File: src/rtl/dmem_arb_pkg.sv
// Shared types for the data-memory arbiter: FSM states, read-return owner tags,
// and the width of the anti-starvation hold counter.
package dmem_arb_pkg;
    localparam int HOLD_W = 4;

    typedef enum logic {ARB, LOCK} arb_state_t;
    typedef enum logic {OWN_C, OWN_L} owner_t;
endpackage

File: src/rtl/dmem_arb_rtrack.sv
// Read-return tracker: remembers which port issued last cycle's read and
// steers the synchronous memory's read data to that port only.
module dmem_arb_rtrack
    import dmem_arb_pkg::*;
#(
    parameter int DATA_W = 32
) (
    input  logic              clk,
    input  logic              reset,
    input  logic              rd_issue,
    input  logic              rd_owner,
    input  logic [DATA_W-1:0] mem_rdata,
    output logic              c_rvalid,
    output logic [DATA_W-1:0] c_rdata,
    output logic              l_rvalid,
    output logic [DATA_W-1:0] l_rdata
);

    logic   rd_pend;
    owner_t owner;

    always_ff @(posedge clk or posedge reset) begin
        if (reset) begin
            rd_pend <= 1'b0;
            owner   <= OWN_C;
        end else begin
            rd_pend <= rd_issue;
            owner   <= owner_t'(rd_owner);
        end
    end

    // Non-owner sees zero so the unused return bus stays quiet.
    always_comb begin
        c_rvalid = rd_pend & (owner == OWN_C);
        l_rvalid = rd_pend & (owner == OWN_L);
        c_rdata  = c_rvalid ? mem_rdata : '0;
        l_rdata  = l_rvalid ? mem_rdata : '0;
    end

endmodule

File: src/rtl/dmem_arbiter.sv
// Single-port dmem arbiter: CPU port C has fixed priority, loader port L is
// guaranteed service and may lock memory. Optional stats via DMEM_ARB_STATS_EN.
module dmem_arbiter
    import dmem_arb_pkg::*;
#(
    parameter int ADDR_W   = 16,
    parameter int DATA_W   = 32,
    parameter int MAX_HOLD = 4
) (
    input  logic              clk,
    input  logic              reset,
    input  logic              c_req,
    input  logic              c_we,
    input  logic [ADDR_W-1:0] c_addr,
    input  logic [DATA_W-1:0] c_wdata,
    output logic              c_gnt,
    output logic              c_stall,
    output logic              c_rvalid,
    output logic [DATA_W-1:0] c_rdata,
    input  logic              l_req,
    input  logic              l_we,
    input  logic [ADDR_W-1:0] l_addr,
    input  logic [DATA_W-1:0] l_wdata,
    input  logic              l_lock,
    output logic              l_gnt,
    output logic              l_rvalid,
    output logic [DATA_W-1:0] l_rdata,
    output logic              mem_en,
    output logic              mem_we,
    output logic [ADDR_W-1:0] mem_addr,
    output logic [DATA_W-1:0] mem_wdata,
    input  logic [DATA_W-1:0] mem_rdata,
`ifdef DMEM_ARB_STATS_EN
    output logic [31:0]       stat_c_stall_cnt,
    output logic [31:0]       stat_l_gnt_cnt,
`endif
    output logic              locked
);

    localparam logic [HOLD_W-1:0] MAX_HOLD_C = HOLD_W'(MAX_HOLD);

    arb_state_t        state, state_nxt;
    logic [HOLD_W-1:0] hold_cnt, hold_nxt;
    logic              c_win, l_win;

    always_ff @(posedge clk or posedge reset) begin
        if (reset) begin
            state    <= ARB;
            hold_cnt <= '0;
        end else begin
            state    <= state_nxt;
            hold_cnt <= hold_nxt;
        end
    end

    // Grants are gated by reset so every output reads 0 while it is held.
    always_comb begin
        c_win     = 1'b0;
        l_win     = 1'b0;
        state_nxt = state;
        hold_nxt  = hold_cnt;
        if (!reset) begin
            case (state)
                ARB: begin
                    l_win = l_req & (~c_req | (hold_cnt == MAX_HOLD_C));
                    c_win = c_req & ~l_win;
                    if (l_win | ~l_req)
                        hold_nxt = '0;
                    else if (c_win && hold_cnt != MAX_HOLD_C)
                        hold_nxt = hold_cnt + 1'b1;
                    if (l_win & l_lock)
                        state_nxt = LOCK;
                end
                LOCK: begin
                    l_win    = l_req;
                    hold_nxt = '0;
                    if (!l_lock)
                        state_nxt = ARB;
                end
                default: state_nxt = ARB;
            endcase
        end
    end

    always_comb begin
        c_gnt     = c_win;
        l_gnt     = l_win;
        c_stall   = c_req & ~c_win & ~reset;
        locked    = (state == LOCK);
        mem_en    = c_win | l_win;
        mem_we    = 1'b0;
        mem_addr  = '0;
        mem_wdata = '0;
        if (c_win) begin
            mem_we    = c_we;
            mem_addr  = c_addr;
            mem_wdata = c_wdata;
        end else if (l_win) begin
            mem_we    = l_we;
            mem_addr  = l_addr;
            mem_wdata = l_wdata;
        end
    end

    dmem_arb_rtrack #(.DATA_W(DATA_W)) u_rtrack (
        .clk       (clk),
        .reset     (reset),
        .rd_issue  (mem_en & ~mem_we),
        .rd_owner  (l_win),
        .mem_rdata (mem_rdata),
        .c_rvalid  (c_rvalid),
        .c_rdata   (c_rdata),
        .l_rvalid  (l_rvalid),
        .l_rdata   (l_rdata)
    );

`ifdef DMEM_ARB_STATS_EN
    always_ff @(posedge clk or posedge reset) begin
        if (reset) begin
            stat_c_stall_cnt <= '0;
            stat_l_gnt_cnt   <= '0;
        end else begin
            if (c_stall) stat_c_stall_cnt <= stat_c_stall_cnt + 32'd1;
            if (l_gnt)   stat_l_gnt_cnt   <= stat_l_gnt_cnt + 32'd1;
        end
    end
`endif

endmodule

File: config.mk
export PLATFORM = sky130hd
export DESIGN_NAME = dmem_arbiter
export DESIGN_NICKNAME = d
export VERILOG_FILES = /design/src/rtl/dmem_arb_pkg.sv /design/src/rtl/dmem_arb_rtrack.sv /design/src/rtl/dmem_arbiter.sv
export SDC_FILE = /design/constraint.sdc
export NUM_CORES = 1
export LEC_CHECK = 0
export CORE_AREA = 2 2 99 101
export CTS_BUF_LIST = sky130_fd_sc_hd__clkbuf_16
export DETAILED_ROUTE_END_ITERATION = 8
export DIE_AREA = 0 0 101 103
export PLACE_DENSITY = 0.73
export REMOVE_ABC_BUFFERS = 1
export SLEW_MARGIN = 20
export SYNTH_ARGS = -nofsm -noshare
export SYNTH_HDL_FRONTEND = slang
export SYNTH_SLANG_ARGS = --single-unit
export TNS_END_PERCENT = 50
File: constraint.sdc
create_clock -name clk -period 5.1 [get_ports clk]
set_input_delay 0.765 -clock clk [delete_from_list [all_inputs] [get_ports clk]]
set_output_delay 0.765 -clock clk [all_outputs]
set_load 0.05 [all_outputs]
==> impl_summary.log, run 1 <==
INFO  metric p_sw = 0.000332 W
INFO  metric fin_total_pwr = 0.000712 W
INFO  metric cp_num_buf_inv = 3
INFO  metric outcome = complete, no violations
INFO  metric rows = 36
INFO  metric sw_frac_of_total = 0.466
INFO  metric aggregate_routed_wire_length = 9770 um
INFO  metric postRouteAntennaNets = 0
INFO  metric cp_common_cell = clkdlybuf4s50_1
INFO  metric instances_no_fill = 634
INFO  metric synthCells = 290
INFO  metric worstSetupEndpointType = primary output
INFO  metric cts_buffers = 3
INFO  metric numPortBuffers = 254
INFO  metric synthDistinctLibCells = 32
INFO  metric clock.fmax = 239 MHz
INFO  metric setup_violations = 0
INFO  metric h-tree-depth = 1
INFO  metric start_util = 0.230
INFO  metric ctsRootBufferMaster = clkbuf_16
INFO  metric floorplan.die.height = 103 um
INFO  metric post_cts_hold_buffer_count = 0
INFO  metric rsz0062_at_grt = false
INFO  metric cts_tree = done
INFO  metric yosys_register_bits = 7
INFO  metric cell_by_cell_listing_of_the_critical_path = clkdlybuf4s50_1 -> a21o_2 -> buf_4 -> o32ai_2 -> clkdlybuf4s50_1
INFO  metric worstPathMaxFanout = 25
INFO  metric slowest_delay = 0.75 ns
INFO  metric fin_worst_skew = 0.00241 ns
INFO  metric drtIter0Drc = 37
INFO  metric synth_warnings = 0
INFO  metric top_cell_types_by_occurrence_after_synthesis = inv_1 (51), nand2_1 (51), o32ai_2 (49)
INFO  metric worst_hold_path_type = register to register
INFO  metric drt_drc_violations_left = 0
INFO  metric clk_transition_reported_paths = 0.04 ns
INFO  metric io_pins = 255
INFO  metric intPower = 0.000380 W
INFO  metric grt_usage = 0.171
INFO  metric antenna-diode-count = 0
INFO  metric fp.dieArea = 10,400 um2
INFO  metric ir_worst_vdd = 89.9 uV
INFO  metric share_of_total_power_in_the_clock_network = 0.185
INFO  metric pin_count_of_the_biggest_net_entering_global_routing = 60
INFO  metric fp.dieW = 101 um
INFO  metric cts.sink_count = 7
INFO  metric drtPass1Iterations = 4
INFO  metric vias = 2,988
INFO  metric grt_pass1_wl = 14,300 um
INFO  metric crit_arrival = 3.42 ns
INFO  metric start_kind = input port
INFO  metric number_of_antenna_violations_at_the_first_check_in_global_routing = 0
INFO  metric worst-setup-path-type = input port to primary output
INFO  metric comb_power_share = 0.719
INFO  metric post_route_cells_drive_above_1_share = 0.119
INFO  metric finalCriticalPeriod = 4.19 ns
INFO  metric syn_avg_cell_area = 7.50 um2
INFO  metric synth.cell_area = 2180 um2
INFO  metric netlist.area_leader.share = 0.366
INFO  metric post_cts_buffers = 0
INFO  metric cts_resized = 0
INFO  metric ys_dominant_reg_cell = dfrtp_1
INFO  metric finish.net_count = 658
INFO  metric postSynth.asyncResetShare = 1.00
INFO  metric worstSkewPairLatency = 0.23 ns
INFO  metric final-max-slew-violation-count = 0
INFO  metric avgRoutedWirePerCell = 15.4 um
INFO  metric globalRouteOverflowTotal = 0
INFO  metric number_of_vias_per_cell = 4.71
INFO  metric yosys-top-cells-area = o32ai_2 (37%), and2_1 (9.5%), and3_1 (9.2%)
INFO  metric crit_path_top_delay_cell = clkdlybuf4s50_1
INFO  metric number_of_global_route_vias_before_repair = 2,953
INFO  metric power.static_leakage = 1.99 nW
INFO  metric slew-limit-headroom = 0.353
INFO  metric setup-tns-final = 0 ns
INFO  metric cp.required = 4.34 ns
INFO  metric cpLargestDelayFamily = buffers and inverters
INFO  metric synth_enable_flop_cells = 0
INFO  metric clk_path_buf_depth = 2
INFO  metric place_congestion = 0.844
INFO  metric dominant_cell_type_by_area_after_synthesis = o32ai_2
INFO  metric fp.coreArea = 9460 um2
INFO  metric finalHoldViolCount = 0
INFO  metric final_min_period_over_clock_period = 0.821
INFO  metric maxCapViolCount = 0
INFO  metric seqPwrFrac = 0.096
INFO  metric ys_seq_area_frac = 0.0805
INFO  metric dp.cells = 630
INFO  metric flow.area_growth_from_synthesis = 120%
INFO  metric power.density = 149 nW/um2
INFO  metric hpwlAfterDp = 8040 um
INFO  metric timing_worst_slew_pin_value = 0.970 ns
## power by group through the flow
stage          Combinational, W  Sequential, W  Clock, W
2_1_floorplan          0.000280      0.0000687         0
6_report               0.000512      0.0000681  0.000131
3_5_place_dp           0.000515      0.0000690         0
4_1_cts                0.000516      0.0000683  0.000134
5_1_grt                0.000539      0.0000695  0.000138
3_3_place_gp           0.000510      0.0000688         0
## stage by stage
step | hold WS [ns] | worst slack (ns) | area [um2] | utilization
2_1_floorplan | 0.499 | 0.739 | 1980 | -
3_3_place_gp | 0.535 | 0.963 | 4710 | 0.498
3_5_place_dp | 0.547 | 0.915 | 4710 | 0.498
4_1_cts | 0.559 | 0.912 | 4790 | 0.507
5_1_grt | 0.603 | 0.799 | 4790 | 0.507
6_report | 0.556 | 0.913 | 4790 | 0.507
## logic make-up after synthesis
group / share of synthesized area
AO/OA/AOI/OAI: 0.402
multiplexers: 0.00460
flip-flops: 0.0805
adder cells (fa/ha/maj): 0.0115
AND/OR/NAND/NOR: 0.324
buffers and inverters: 0.178
## cells in the final DEF, fill, tap and decap left out, types with 2 or more instances in the layout
cell             instances
clkdlybuf4s50_1        253
clkbuf_16                3
buf_4                    6
nor2b_1                  2
inv_1                   52
nand3_1                  2
o21ai_1                  3
nand2b_1                 3
and2_1                  33
nor2_1                   5
a21oi_1                  3
ha_1                     2
and3_1                  32
nand2_1                 51
dfrtp_1                  7
o32ai_2                 49
## worst reg2reg max path, cell delays in order, from the launching register on
cell and delay [ns]:
dfrtp_1 0.38, inv_1 0.09, ha_1 0.22, and3b_1 0.23
o21ai_4 0.15, buf_4 0.64, o32ai_2 0.18
## final timing paths
path,from,to,slack [ns],depth (start not counted)
max,l_req,mem_wdata[10],0.91,5
min,locked$_DFFE_PP0N_,locked$_DFFE_PP0N_,0.56,1
max reg2reg,hold_cnt[0]$_DFFE_PP0P_,u_rtrack.rd_pend$_DFF_PP0_,3.06,6
min reg2reg,locked$_DFFE_PP0N_,locked$_DFFE_PP0N_,0.56,1
max in group asynchronous,reset,hold_cnt[3]$_DFFE_PP0P_,3.54,2
min in group asynchronous,reset,hold_cnt[2]$_DFFE_PP0P_,0.97,2
## routing by layer
| layer | global-route usage | wire [um] | share of wire |
|---|---|---|---|
| met1 | 0.176 | 3450 | 0.35 |
| met2 | 0.341 | 5150 | 0.53 |
| met3 | 0.0488 | 1030 | 0.11 |
| met4 | 0.0395 | 138 | 0.014 |
| met5 | 0 | 0 | 0 |
## final cells by class
cell class,instances,area (um2)
well taps,114,143
repair buffers,259,2580
inverters,52,195
clock inverters,1,3.75
flip-flops and latches,7,175
clock buffers,3,75.1
multi-input cells,198,1620
fillers,911,4670
## sequential cells by signal, indices dropped and copies added, names as in the netlist
name / cells
hold_cnt: 4
u_rtrack.rd_pend: 1
locked: 1
u_rtrack.owner: 1
No activity file was read; power rests on OpenSTA's default activity.
==> run 2, diff against run 1 <==
Settings changed: CORE_AREA 2 2 99 101 to 2 2 100 102, DIE_AREA 0 0 101 103 to 0 0 102 104, PLACE_DENSITY 0.73 to 0.71.
Clock period 5.1 ns to 4.1 ns, I/O delays scaled along.
==> run 2 against run 1 <==
Sequential power is 17% higher. Wire length is 2.0% lower. Design area increased by 1.5%. Non-clock buffer count increased by 5. Sequential share of layout area fell by 0.055 points. Power up 26%. Count of clock-buffer cells in the layout did not move. Hold slack worse by 0.012 ns. Critical path depth rose by 1. Largest cell class unchanged. First-iteration DRC count shrank 5.4%. Core utilization rose by 0.28 points.
==> impl_summary.log, run 2 (same netlist as run 1, synthesis figures left out) <==
INFO  metric outcome = complete, no violations
INFO  metric dpl_cell_area = 4780 um2
INFO  metric number_of_vias_per_cell = 4.49
INFO  metric grt_usage = 0.170
INFO  metric final_cell_mix = clkdlybuf4s50_1 (252), inv_1 (51), nand2_1 (51), o32ai_2 (49), and2_1 (33)
INFO  metric fp.dieArea = 10,600 um2
INFO  metric worstSetupEndpointType = primary output
INFO  metric cell_by_cell_listing_of_the_critical_path = clkdlybuf4s50_1 -> nand2b_1 -> a21o_2 -> buf_4 -> o32ai_2 -> clkdlybuf4s50_1
INFO  metric place_congestion = 0.744
INFO  metric start_util = 0.228
INFO  metric worstPathMaxFanout = 34
INFO  metric fill_cells = 944
INFO  metric hpwlAfterDp = 7940 um
INFO  metric fp.dieW = 102 um
INFO  metric drt_drc_violations_left = 0
INFO  metric pin_count_of_the_biggest_net_entering_global_routing = 36
INFO  metric worstSetupEndpoint = mem_wdata[11]
INFO  metric antenna-diode-count = 0
INFO  metric register_to_register_path_depth = 6
INFO  metric h-tree-depth = 1
INFO  metric drtPass1Iterations = 4
INFO  metric cts_resized = 0
INFO  metric crit_arrival = 2.88 ns
INFO  metric rows = 36
INFO  metric cp_common_cell = clkdlybuf4s50_1
INFO  metric ir_worst_vdd = 108 uV
INFO  metric dp.cells = 654
INFO  metric sequential_cell_area = 175 um2
INFO  metric aggregate_routed_wire_length = 9570 um
INFO  metric registers.top_by_ff_count = hold_cnt
INFO  metric fp.coreArea = 9550 um2
INFO  metric vias = 2,953
INFO  metric start_kind = input port
INFO  metric multiInputGateArea = 1620 um2
INFO  metric setup-tns-final = 0 ns
INFO  metric instances_no_fill = 658
INFO  metric cts.sink_count = 7
INFO  metric io_pins = 255
INFO  metric post_route_cells_drive_above_1_share = 0.131
INFO  metric power.density = 184 nW/um2
INFO  metric finish.net_count = 663
INFO  metric flow.area_growth_from_synthesis = 124%
INFO  metric fin_total_pwr = 0.000893 W
INFO  metric final_min_period_over_clock_period = 0.851
INFO  metric max_ffs_per_register = 4
INFO  metric drtIter0Drc = 35
INFO  metric design_area = 4860 um2
INFO  metric cts_tree = done
INFO  metric post_cts_buffers = 0
INFO  metric clk_path_buf_depth = 2
INFO  metric slowest_delay = 0.85 ns
INFO  metric postRouteAntennaNets = 0
INFO  metric worst-setup-path-type = input port to primary output
INFO  metric worstSkewPairLatency = 0.23 ns
INFO  metric fin_util = 0.509
INFO  metric cts_buffers = 3
INFO  metric number_of_global_route_vias_before_repair = 3,078
INFO  metric numPortBuffers = 254
INFO  metric cp_num_buf_inv = 3
INFO  metric avgRoutedWirePerCell = 14.5 um
INFO  metric final-max-slew-violation-count = 0
INFO  metric power.static_leakage = 2.02 nW
INFO  metric slew-limit-headroom = 0.470
INFO  metric worst_r2r_startpoint = hold_cnt[0]$_DFFE_PP0P_
INFO  metric clk_transition_reported_paths = 0.04 ns
INFO  metric worst_hold_path_type = input port to asynchronous set/reset pin
INFO  metric most_frequent_standard_cell_in_the_layout_excluding_fill_and_tap_cells = clkdlybuf4s50_1
INFO  metric floorplan.die.height = 104 um
INFO  metric globalRouteOverflowTotal = 0
INFO  metric ctsRootBufferMaster = clkbuf_16
INFO  metric maxCapViolCount = 0
INFO  metric grt_pass1_wl = 15,000 um
INFO  metric finalHoldViolCount = 0
INFO  metric timing_worst_slew_pin_value = 0.795 ns
INFO  metric critical_path_depth = 6
INFO  metric rsz0062_at_grt = false
INFO  metric worstReg2RegEnd = u_rtrack.rd_pend$_DFF_PP0_
INFO  metric finalCriticalPeriod = 3.49 ns
INFO  metric cpLargestDelayFamily = buffers and inverters
INFO  metric rrSetupSlack = 2.42 ns
INFO  metric setup_violations = 0
INFO  metric clock.fmax = 286 MHz
INFO  metric post_cts_hold_buffer_count = 0
INFO  metric critPathLaunch = c_req
INFO  metric number_of_antenna_violations_at_the_first_check_in_global_routing = 0
INFO  metric crit_path_top_delay_cell = clkdlybuf4s50_1
INFO  metric cp.required = 3.48 ns
INFO  metric fin_worst_skew = 0.00341 ns
[run 2: cell type report]
type / instances / share of cell area
Clock buffer: 3 / 0.0154
Tap cell: 133 / 0.0342
Multi-Input combinational cell: 198 / 0.334
Clock inverter: 1 / 0.00103
Inverter: 52 / 0.0401
Sequential cell: 7 / 0.0360
Timing Repair Buffer: 264 / 0.540
[run 2: how the worst min path moves through the flow]
| stage | from | endpoint | cells past startpoint |
|---|---|---|---|
| after floorplan | hold_cnt[3]$_DFFE_PP0P_ | hold_cnt[3]$_DFFE_PP0P_ | 2 |
| after global placement | hold_cnt[3]$_DFFE_PP0P_ | hold_cnt[3]$_DFFE_PP0P_ | 2 |
| after detailed placement | locked$_DFFE_PP0N_ | locked$_DFFE_PP0N_ | 1 |
| after CTS | reset | hold_cnt[0]$_DFFE_PP0P_ | 3 |
| after global routing | reset | hold_cnt[0]$_DFFE_PP0P_ | 3 |
| final | reset | hold_cnt[0]$_DFFE_PP0P_ | 3 |
[run 2: stage by stage]
| step | hold WS [ns] | setup WS (ns) |
|---|---|---|
| CTS | 0.553 | 0.596 |
| global route | 0.579 | 0.489 |
| global placement | 0.528 | 0.609 |
| finish | 0.544 | 0.609 |
| detailed placement | 0.547 | 0.597 |
| floorplan | 0.499 | -0.104 |
[run 2: worst register-to-register path: stages, from the launching register on]
cell and delay (ns):
dfrtp_1 0.40, inv_1 0.08, ha_1 0.21, and3b_1 0.22, a21o_2 0.23, buf_4 0.22, o32ai_2 0.22
[run 2: layer usage]
layer / vias up / part of all wire / track usage
met4: 0 / 0.012 / 0.0324
met2: 160 / 0.52 / 0.332
met3: 8 / 0.10 / 0.0390
met1: 1320 / 0.36 / 0.182
li1: 1465 / - / -
met5: - / 0 / 0
[run 2: where the power goes]
group	total [W]	internal [W]	switching [W]
combinational	0.000644	0.000277	0.000367
sequential	0.0000800	0.0000730	0.00000696
clock	0.000169	0.000128	0.0000411
total	0.000893	0.000478	0.000415
==> variant (flow settings as in run 2) <==
Set the package constant `HOLD_W` to 6 (it was 4).
--- a/src/rtl/dmem_arb_pkg.sv
+++ b/src/rtl/dmem_arb_pkg.sv
@@ -2,5 +2,5 @@
 // and the width of the anti-starvation hold counter.
 package dmem_arb_pkg;
-    localparam int HOLD_W = 4;
+    localparam int HOLD_W = 6;
 
     typedef enum logic {ARB, LOCK} arb_state_t;
Formal check against the unedited RTL: same outputs for any inputs over 10 cycles, from zero or initial values and one cycle with reset high; that may be too few to reach the edited logic, so the function may still have changed.
==> variant against run 2 <==
Area after synthesis shrank 6.8%. Routed wire length increased by 1.7%. Via count is 3.6% higher. Setup slack worse by 0.22 ns. Total power shrank 1.8%. Design area fell by 5.5%. Worst hold slack got worse by 0.14 ns. Sequential cell count rose by 2. Largest cell class unchanged. Highest routed layer unchanged.
==> variant: results <==
INSERT INTO impl_metrics (metric_group, metric, value, unit) VALUES
('global_route', 'via_count_of_the_first_global_routing_pass', '2949', ''),
('power', 'peakVddDrop', '116.5', 'uV'),
('detailed_routing', 'routed-via-count', '3059', ''),
('yosys', 'syn_inst', '299', ''),
('placement', 'hpwl', '8.094', 'mm'),
('layout', 'layout.filler_cells', '951', ''),
('layout', 'fin_nets', '675', ''),
('layout', 'final.signal_buffer_count', '266', ''),
('layout', 'layoutNonFillerInstCount', '670', ''),
('yosys', 'synth.lib_cells_used.distinct', '37', ''),
('layout', 'multi_input_area_share', '0.2987', ''),
('clock_network', 'clock-sinks', '9', ''),
('power', 'leakage', '0.002043', 'uW'),
('sta', 'max_freq', '0.2696', 'GHz'),
('detailed_routing', 'drt-wirelength-per-cell', '14.52', 'um'),
('worst_setup_path', 'timing.rr.end', 'u_rtrack.owner', ''),
('sta', 'hold-worst-slack', '0.4076', 'ns'),
('status', 'status', 'finished clean', ''),
('layout', 'nonClkBufAreaFrac', '0.5550', ''),
('worst_setup_path', 'arrival', '3.09', 'ns'),
('worst_setup_path', 'timing.critical_path.from', 'l_req', ''),
('layout', 'flip_flop_count_of_the_largest_register_all_copies_and_words_added', '6', ''),
('detailed_routing', 'drtPass1Iterations', '6', ''),
('yosys', 'synth.area.top_cells', 'o32ai_1 (18%), dfrtp_1 (11%), and2_1 (10%), nand2_1 (10%), and3_1 (9.9%)', ''),
('layout', 'final_layout_size_suffix_gt1_frac', '0.1136', ''),
('global_route', 'groute.usage.overall', '0.1705', '');
-- variant: cell types whose count changed in the layout (fill, tap and decap cells not counted), moves of 2 or more --
cell	run 2	this run
buf_4	11	42
clkdlybuf4s50_1	252	223
dfrtp_1	7	9
inv_1	51	54
nand2_1	51	54
o21ai_0	0	3
o21ai_1	3	0
o32ai_1	1	41
o32ai_2	49	9
-- variant: worst max-delay path: stages --
cell and delay, ns:
clkdlybuf4s50_1 0.52, and4b_4 0.26, a22oi_4 0.75, o32ai_1 0.19, clkdlybuf4s50_1 0.75
-- variant: through the flow --
| step | util | instance area, um^2 |
|---|---|---|
| after detailed placement | 0.4734 | 4521 |
| after CTS | 0.4817 | 4599 |
| after global placement | 0.4734 | 4521 |
| after floorplan | - | 1800 |
| after global routing | 0.4817 | 4599 |
| final | 0.4817 | 4599 |
-- variant: power by group --
| part | switching, uW | leakage [uW] | internal, uW | total (uW) |
|---|---|---|---|---|
| clock network | 43.9 | 0.0000423 | 128 | 171 |
| logic | 352 | 0.00188 | 254 | 607 |
| registers | 6.89 | 0.000123 | 92.8 | 99.6 |
| total | 403 | 0.00204 | 475 | 878 |
-- variant: routing by layer --
layer / wire length, um / global-route usage / up-vias
met2: 5205 / 0.3398 / 181
met1: 3388 / 0.1752 / 1361
li1: - / - / 1506
met4: 144 / 0.04000 / 0
met5: 0 / 0 / -
met3: 991 / 0.03495 / 11
-- variant: cell families (layout without fill, tap and decap cells) --
group	Yosys count	in the layout	share of synthesized area
AO/OA/AOI/OAI	64	64	0.3017
XOR/XNOR	1	1	0.004319
adder cells (fa/ha/maj)	2	2	0.01234
buffers and inverters	86	324	0.2122
flip-flops	9	9	0.1110
multiplexers	1	1	0.004935
AND/OR/NAND/NOR	136	136	0.3535
